<file path="src/rtl/customer_pkg.sv">
// customer_pkg
// Shared widths, limits and the evaluation-result type for the vending
// purchase evaluator (customer / customer_check).
package customer_pkg;

    localparam int PRICE_W   = 4;
    localparam int AMT_W     = 4;
    localparam int MONEY_W   = 4;
    localparam int SUPPLY_W  = 4;
    localparam int ACC_W     = 5;
    localparam int COST_W    = 8;
    localparam int ACC_SUM_W = 9;
    localparam int ACC_MAX   = 31;

    typedef struct packed {
        logic              ok;
        logic [COST_W-1:0] cost;
        logic [AMT_W-1:0]  units;
    } eval_t;

endpackage

</file>
<file path="src/rtl/customer_check.sv">
// customer_check
// Purely combinational sale evaluation: cost, units sold, accumulator sum and
// the sale-valid flag.
// Optional feature macro: CUSTOMER_PARTIAL_VEND_EN (sell as many units as the
// customer's money and the stock allow instead of all-or-nothing).
// Ports:
//   price, amount, money, acc, supply : purchase inputs
//   o_res     : {ok, cost, units}
//   o_acc_new : accumulator after a valid sale
module customer_check
    import customer_pkg::*;
(
    input  logic [PRICE_W-1:0]  price,
    input  logic [AMT_W-1:0]    amount,
    input  logic [MONEY_W-1:0]  money,
    input  logic [ACC_W-1:0]    acc,
    input  logic [SUPPLY_W-1:0] supply,
    output eval_t               o_res,
    output logic [ACC_W-1:0]    o_acc_new
);

    logic [AMT_W-1:0]     w_units;
    logic [COST_W-1:0]    w_cost;
    logic [ACC_SUM_W-1:0] w_acc_sum;
    logic                 w_ok;

`ifdef CUSTOMER_PARTIAL_VEND_EN
    logic [MONEY_W-1:0] w_quot;

    always_comb begin
        w_quot  = '0;
        w_units = amount;
        // division skipped when price is zero; that case rejects anyway
        if (price != '0) begin
            w_quot = money / price;
        end
        if (supply < w_units) begin
            w_units = supply;
        end
        if (w_quot < w_units) begin
            w_units = w_quot;
        end
    end

    assign w_cost    = COST_W'(price) * COST_W'(w_units);
    assign w_acc_sum = ACC_SUM_W'(acc) + ACC_SUM_W'(w_cost);
    // money and stock are satisfied by construction of w_units
    assign w_ok      = (price != '0) && (amount != '0) && (w_units != '0) &&
                       (w_acc_sum <= ACC_SUM_W'(ACC_MAX));
`else
    assign w_units   = amount;
    assign w_cost    = COST_W'(price) * COST_W'(amount);
    assign w_acc_sum = ACC_SUM_W'(acc) + ACC_SUM_W'(w_cost);
    assign w_ok      = (price != '0) && (amount != '0) &&
                       (COST_W'(money) >= w_cost) && (supply >= amount) &&
                       (w_acc_sum <= ACC_SUM_W'(ACC_MAX));
`endif

    assign o_res.ok    = w_ok;
    assign o_res.cost  = w_cost;
    assign o_res.units = w_units;
    assign o_acc_new   = w_acc_sum[ACC_W-1:0];

endmodule

</file>
<file path="src/rtl/customer.sv">
// customer
// Vending-machine purchase evaluator. Registers the updated customer money,
// stock and machine accumulator on a valid sale; otherwise lights redLight and
// registers the inputs unchanged. One cycle latency, synchronous active-low
// reset clears every output.
// Optional feature macro: CUSTOMER_PARTIAL_VEND_EN (see customer_check).
// Ports:
//   clk, rst_n                                 : clock, sync active-low reset
//   price, amount, money, mahcineAcc, supply   : purchase inputs
//   redLight                                   : 1 = sale rejected
//   machineAcc_out, money_out, supply_out      : registered results
module customer
    import customer_pkg::*;
(
    input  logic                clk,
    input  logic                rst_n,
    input  logic [PRICE_W-1:0]  price,
    input  logic [AMT_W-1:0]    amount,
    input  logic [MONEY_W-1:0]  money,
    input  logic [ACC_W-1:0]    mahcineAcc,
    input  logic [SUPPLY_W-1:0] supply,
    output logic                redLight,
    output logic [ACC_W-1:0]    machineAcc_out,
    output logic [MONEY_W-1:0]  money_out,
    output logic [SUPPLY_W-1:0] supply_out
);

    eval_t            w_res;
    logic [ACC_W-1:0] w_acc_new;

    customer_check u_check (
        .price     (price),
        .amount    (amount),
        .money     (money),
        .acc       (mahcineAcc),
        .supply    (supply),
        .o_res     (w_res),
        .o_acc_new (w_acc_new)
    );

    always_ff @(posedge clk) begin
        if (!rst_n) begin
            redLight       <= 1'b0;
            machineAcc_out <= '0;
            money_out      <= '0;
            supply_out     <= '0;
        end else if (w_res.ok) begin
            redLight       <= 1'b0;
            machineAcc_out <= w_acc_new;
            // cost <= money on a valid sale, so the low bits hold the result
            money_out      <= MONEY_W'(COST_W'(money) - w_res.cost);
            supply_out     <= supply - w_res.units;
        end else begin
            redLight       <= 1'b1;
            machineAcc_out <= mahcineAcc;
            money_out      <= money;
            supply_out     <= supply;
        end
    end

endmodule

</file>
<file path="config.mk">
export PLATFORM = sky130hd
export DESIGN_NAME = customer
export DESIGN_NICKNAME = d
export VERILOG_FILES = /design/src/rtl/customer_pkg.sv /design/src/rtl/customer_check.sv /design/src/rtl/customer.sv
export SDC_FILE = /design/constraint.sdc
export NUM_CORES = 1
export LEC_CHECK = 0
export CAP_MARGIN = 20
export CORE_MARGIN = 2
export CORE_UTILIZATION = 27
export CTS_BUF_LIST = sky130_fd_sc_hd__clkbuf_4 sky130_fd_sc_hd__clkbuf_8 sky130_fd_sc_hd__clkbuf_16
export DETAILED_ROUTE_END_ITERATION = 8
export GPL_TIMING_DRIVEN = 0
export PLACE_DENSITY = 0.6
export SYNTH_ARGS = -nofsm -noshare
export SYNTH_HDL_FRONTEND = slang
export SYNTH_HIERARCHICAL = 1
export SYNTH_SLANG_ARGS = --single-unit
</file>
<file path="constraint.sdc">
create_clock -name clk -period 6.77 [get_ports clk]
set_input_delay 1.354 -clock clk [delete_from_list [all_inputs] [get_ports clk]]
set_output_delay 1.354 -clock clk [all_outputs]
set_load 0.005 [all_outputs]
</file>
* Word level (Yosys, flattened, before mapping)
Index checks and enable logic that the tools add are counted.
** Operators by class
- Mux-type cells :: 4
- Multiply operators :: 1
- Reduce and logical (&&, ||, !) cells :: 6
- Order comparisons :: 3
- $add $sub $neg :: 3
** Operators with widths (number)
- 5-bit by 8-bit adder with 9-bit output :: 1
- 9-bit by 5-bit less-or-equal comparator with 1-bit output (second input constant) :: 1
- 4-bit by 8-bit >= comparator with 1-bit output :: 1
- 4-bit by 4-bit multiplier with 8-bit output :: 1
- 4-bit two-way mux :: 2
- 4-bit nonzero test :: 2
- 4-bit subtractor :: 2
- 5-bit two-way mux :: 1
- 4-bit >= comparator :: 1
- 1-bit logical AND :: 4
- 1-bit two-way mux :: 1
** Word-level totals
- Register bits :: 14
- Logic and storage cells :: 21
- Input bits :: 23

* Longest topological paths before layout
- Depth in word-level cells :: 6
- Mapped depth :: 18

* Modules after synthesis
Netlist, hierarchy kept.
** By module, submodules not included
- customer_check :: area an instance 880.8 sq um, instances 1, cells each 109, sequential area each 0.0 sq um
- customer :: area an instance 754.5 sq um, instances 1, cells each 75, sequential area each 280.3 sq um

* Worst setup path before layout
Ideal clock, no wire load.
- Path type :: input to register
- Start :: in price[0]
- End :: reg money_out[3]
- Stages :: 18
- Path slack :: 1.622 ns
- Data arrival time :: 5.077 ns
- Data required time :: 6.698 ns
- Path through :: nand2_1 > fa_1 > inv_1 > fa_1 > inv_1 > fa_1 > xnor2_1 > ha_1 > a211o_1 > nor4_1 > nand3_1 > nor4_1 > buf_4 > buf_4 > buf_6 > nand2_1 > mux2i_1 > mux2i_1
** RTL lines
- from (decl) :: line customer.sv:17 : input logic [PRICE_W-1:0] price,
- to (signal assigned) :: line customer.sv:51 : money_out <= MONEY_W'(COST_W'(money) - w_res.cost);
- to (signal assigned) :: line customer.sv:56 : money_out <= money;
- to (decl) :: line customer.sv:24 : output logic [MONEY_W-1:0] money_out,

==> flow_summary.ini <==
[pwr]
p_per_area_mw_per_mm2 = 147
vdd_ir_drop_max_v = 0.0000746
leakagePower_nw = 1.00
power.total_mw = 0.315

[grt]
grt_use_total_pct = 10.4
first_global_vias = 1234
gr-total-overflow = 0
grt_first_pass_wirelength_um = 5400
grt_max_degree = 11
antenna_found_initial = 0

[sta]
hold_viol = 0
period_needed_ps = 5960
fin_crit_sh_pct = 88.0
setup_tns_ps = 0
finalSetupViolCount = 0
layout_setup_ws_ps = 809
fmax_mhz = 168
worstMarginPinSlew_ps = 540
slew_violations = 0
relSlewSlack_pct = 63.1
rsz0062_at_grt = no

[critical_path]
worstSetupStartpointType = input port
worst_ep_arrival_time_ps = 6140
required_ps = 6950
critPathKind = in2reg
endpoint_kind = flip-flop
path_max_fanout = 10

[route]
avgRoutedWirePerCell_um = 10.7
avgViaCountPerCell = 4.28
routed_wl_um = 3190
vias = 1280
ant_nets = 0
route.detailed.drc = 0
first_iter_violations = 29
dr.pass1.iters = 4

[logic_synthesis]
syn_avg_cell_area_um2 = 8.89
ys_types = 34
synthTopCellsByArea = ha_1, dfxtp_1, fa_1
yosysTopAreaCell = ha_1
synth_nets = 245
synth-seq-area-share_pct = 17.1
synth_common_cells = ha_1, inv_1, nand2_1, dfxtp_1, mux2i_1
yosys_most_used_dff = dfxtp_1
syn_area_mm2 = 0.00164
synth_top_area_share_pct = 23.7
ys_ff_latch = 14
synth_most_common_cell = ha_1
async_flop_share_pct = 0
yosysWarnings = 6
synth_enable_flop_cells = 0
syn_inst = 184

[place]
gp_congestion = 0.772
dpl.hpwl_um = 2750
dpl_worst_slack_ps = 588
place_area_mm2 = 0.00209
io_buffers = 36

[clocking]
cts_buffer_depth = 2
cts_sinks = 14
tritoncts = done
cts_setup_buffers = 0
path_clk_slew_ps = 60
cts-buffers-inserted = 3
htree_levels = 1
cts_resized = 0
cts_hold_buf = 0
cts.root.buffer_cell = clkbuf_8

[hold_path]
whs_path_depth = 3
min_from = money[3]
hold_path_end = money_out[3]
min_path_type = in2reg

[cells_and_area]
nNetsFinal = 286
drive_above_1_share_pct = 6.25
syn2layout_area_growth_pct = 31.1
utilization_pct = 36.4
final_design_area_no_fill_mm2 = 0.00214
diodes = 0
n_fill_cell = 613

[run_status]
status = finished clean

[die]
dieArea_mm2 = 0.00670
core.rowCount = 28
io_pins = 37
coreArea_mm2 = 0.00589
die-height_um = 81.8
start_util_pct = 27.8
die_w_um = 81.8

[flow_run]
drv_cap = 0
report_power, final:
part	switching, mW	total [mW]	internal [mW]	leakage (nW)
clock	0.0288	0.0803	0.0515	0.0288
sequential	0.00125	0.0895	0.0882	0.117
combinational	0.0675	0.145	0.0779	0.857
per-layer routing:
layer	vias to the layer above	track usage (%)	wire (µm)
li1	695	-	-
met1	553	13.8	1530
met2	27	17.0	1460
met3	5	1.32	141
met4	0	4.00	55
met5	-	0	0
through the flow:
stage / cells / hold WS [ps]
final: 299 / 1750
after global routing: 299 / 1790
after CTS: 299 / 1760
after detailed placement: 295 / 2010
after global placement: 295 / 2010
after floorplan: 184 / 1480
cells by family after synthesis:
family                   count (synthesis)  synth area share (%)
AO/OA/AOI/OAI                           22                  10.7
XOR/XNOR                                 8                  4.28
adder cells (fa/ha/maj)                 38                  32.3
buffers and inverters                   37                  10.3
flip-flops                              14                  17.1
multiplexers                            11                  6.73
AND/OR/NAND/NOR                         54                  18.5
sequential cells by signal, summed over array words and instances, names as in the netlist:
| signal | flops |
|---|---|
| money_out | 4 |
| redLight | 1 |
| machineAcc_out | 5 |
| supply_out | 4 |
worst max-delay path: stages:
cell	delay [ps]
clkdlybuf4s50_1	600
nand2_1	120
fa_1	540
inv_1	60
fa_1	560
inv_1	70
fa_1	450
xnor2_1	230
ha_1	310
a211o_1	300
nor4_1	220
nand3_1	120
nor4_1	210
buf_4	170
buf_4	200
buf_6	160
nand2_1	50
mux2i_1	220
mux2i_1	200
worst max path at each step:
stage | start | to | cells past startpoint
6_report | amount[3] | money_out[3] | 19
5_1_grt | amount[3] | money_out[3] | 19
4_1_cts | amount[3] | money_out[3] | 19
3_5_place_dp | amount[3] | money_out[3] | 19
3_3_place_gp | amount[3] | money_out[3] | 19
2_1_floorplan | price[0] | money_out[3] | 18
cells in the final DEF, fill, tap and decap left out, drive strengths merged, types with 5 or more instances in the layout:
cell type,instances
xnor2,8
nand2b,7
mux2i,11
clkbuf,5
nor2b,10
fa,7
and2,10
nand2,15
inv,29
dfxtp,14
ha,31
buf,7
clkdlybuf4s50,36
layout make-up:
type                       count  area (µm²)  area share, %
buffer                         8        60.1           2.80
clock buffer                   4        55.1           2.57
inverter                      29         109           5.08
multi-input combinational    133        1190           55.3
sequential                    14         280           13.1
tap                           75        93.8           4.38
timing repair buffer          36         360           16.8
(Power assumes the default switching activity.)
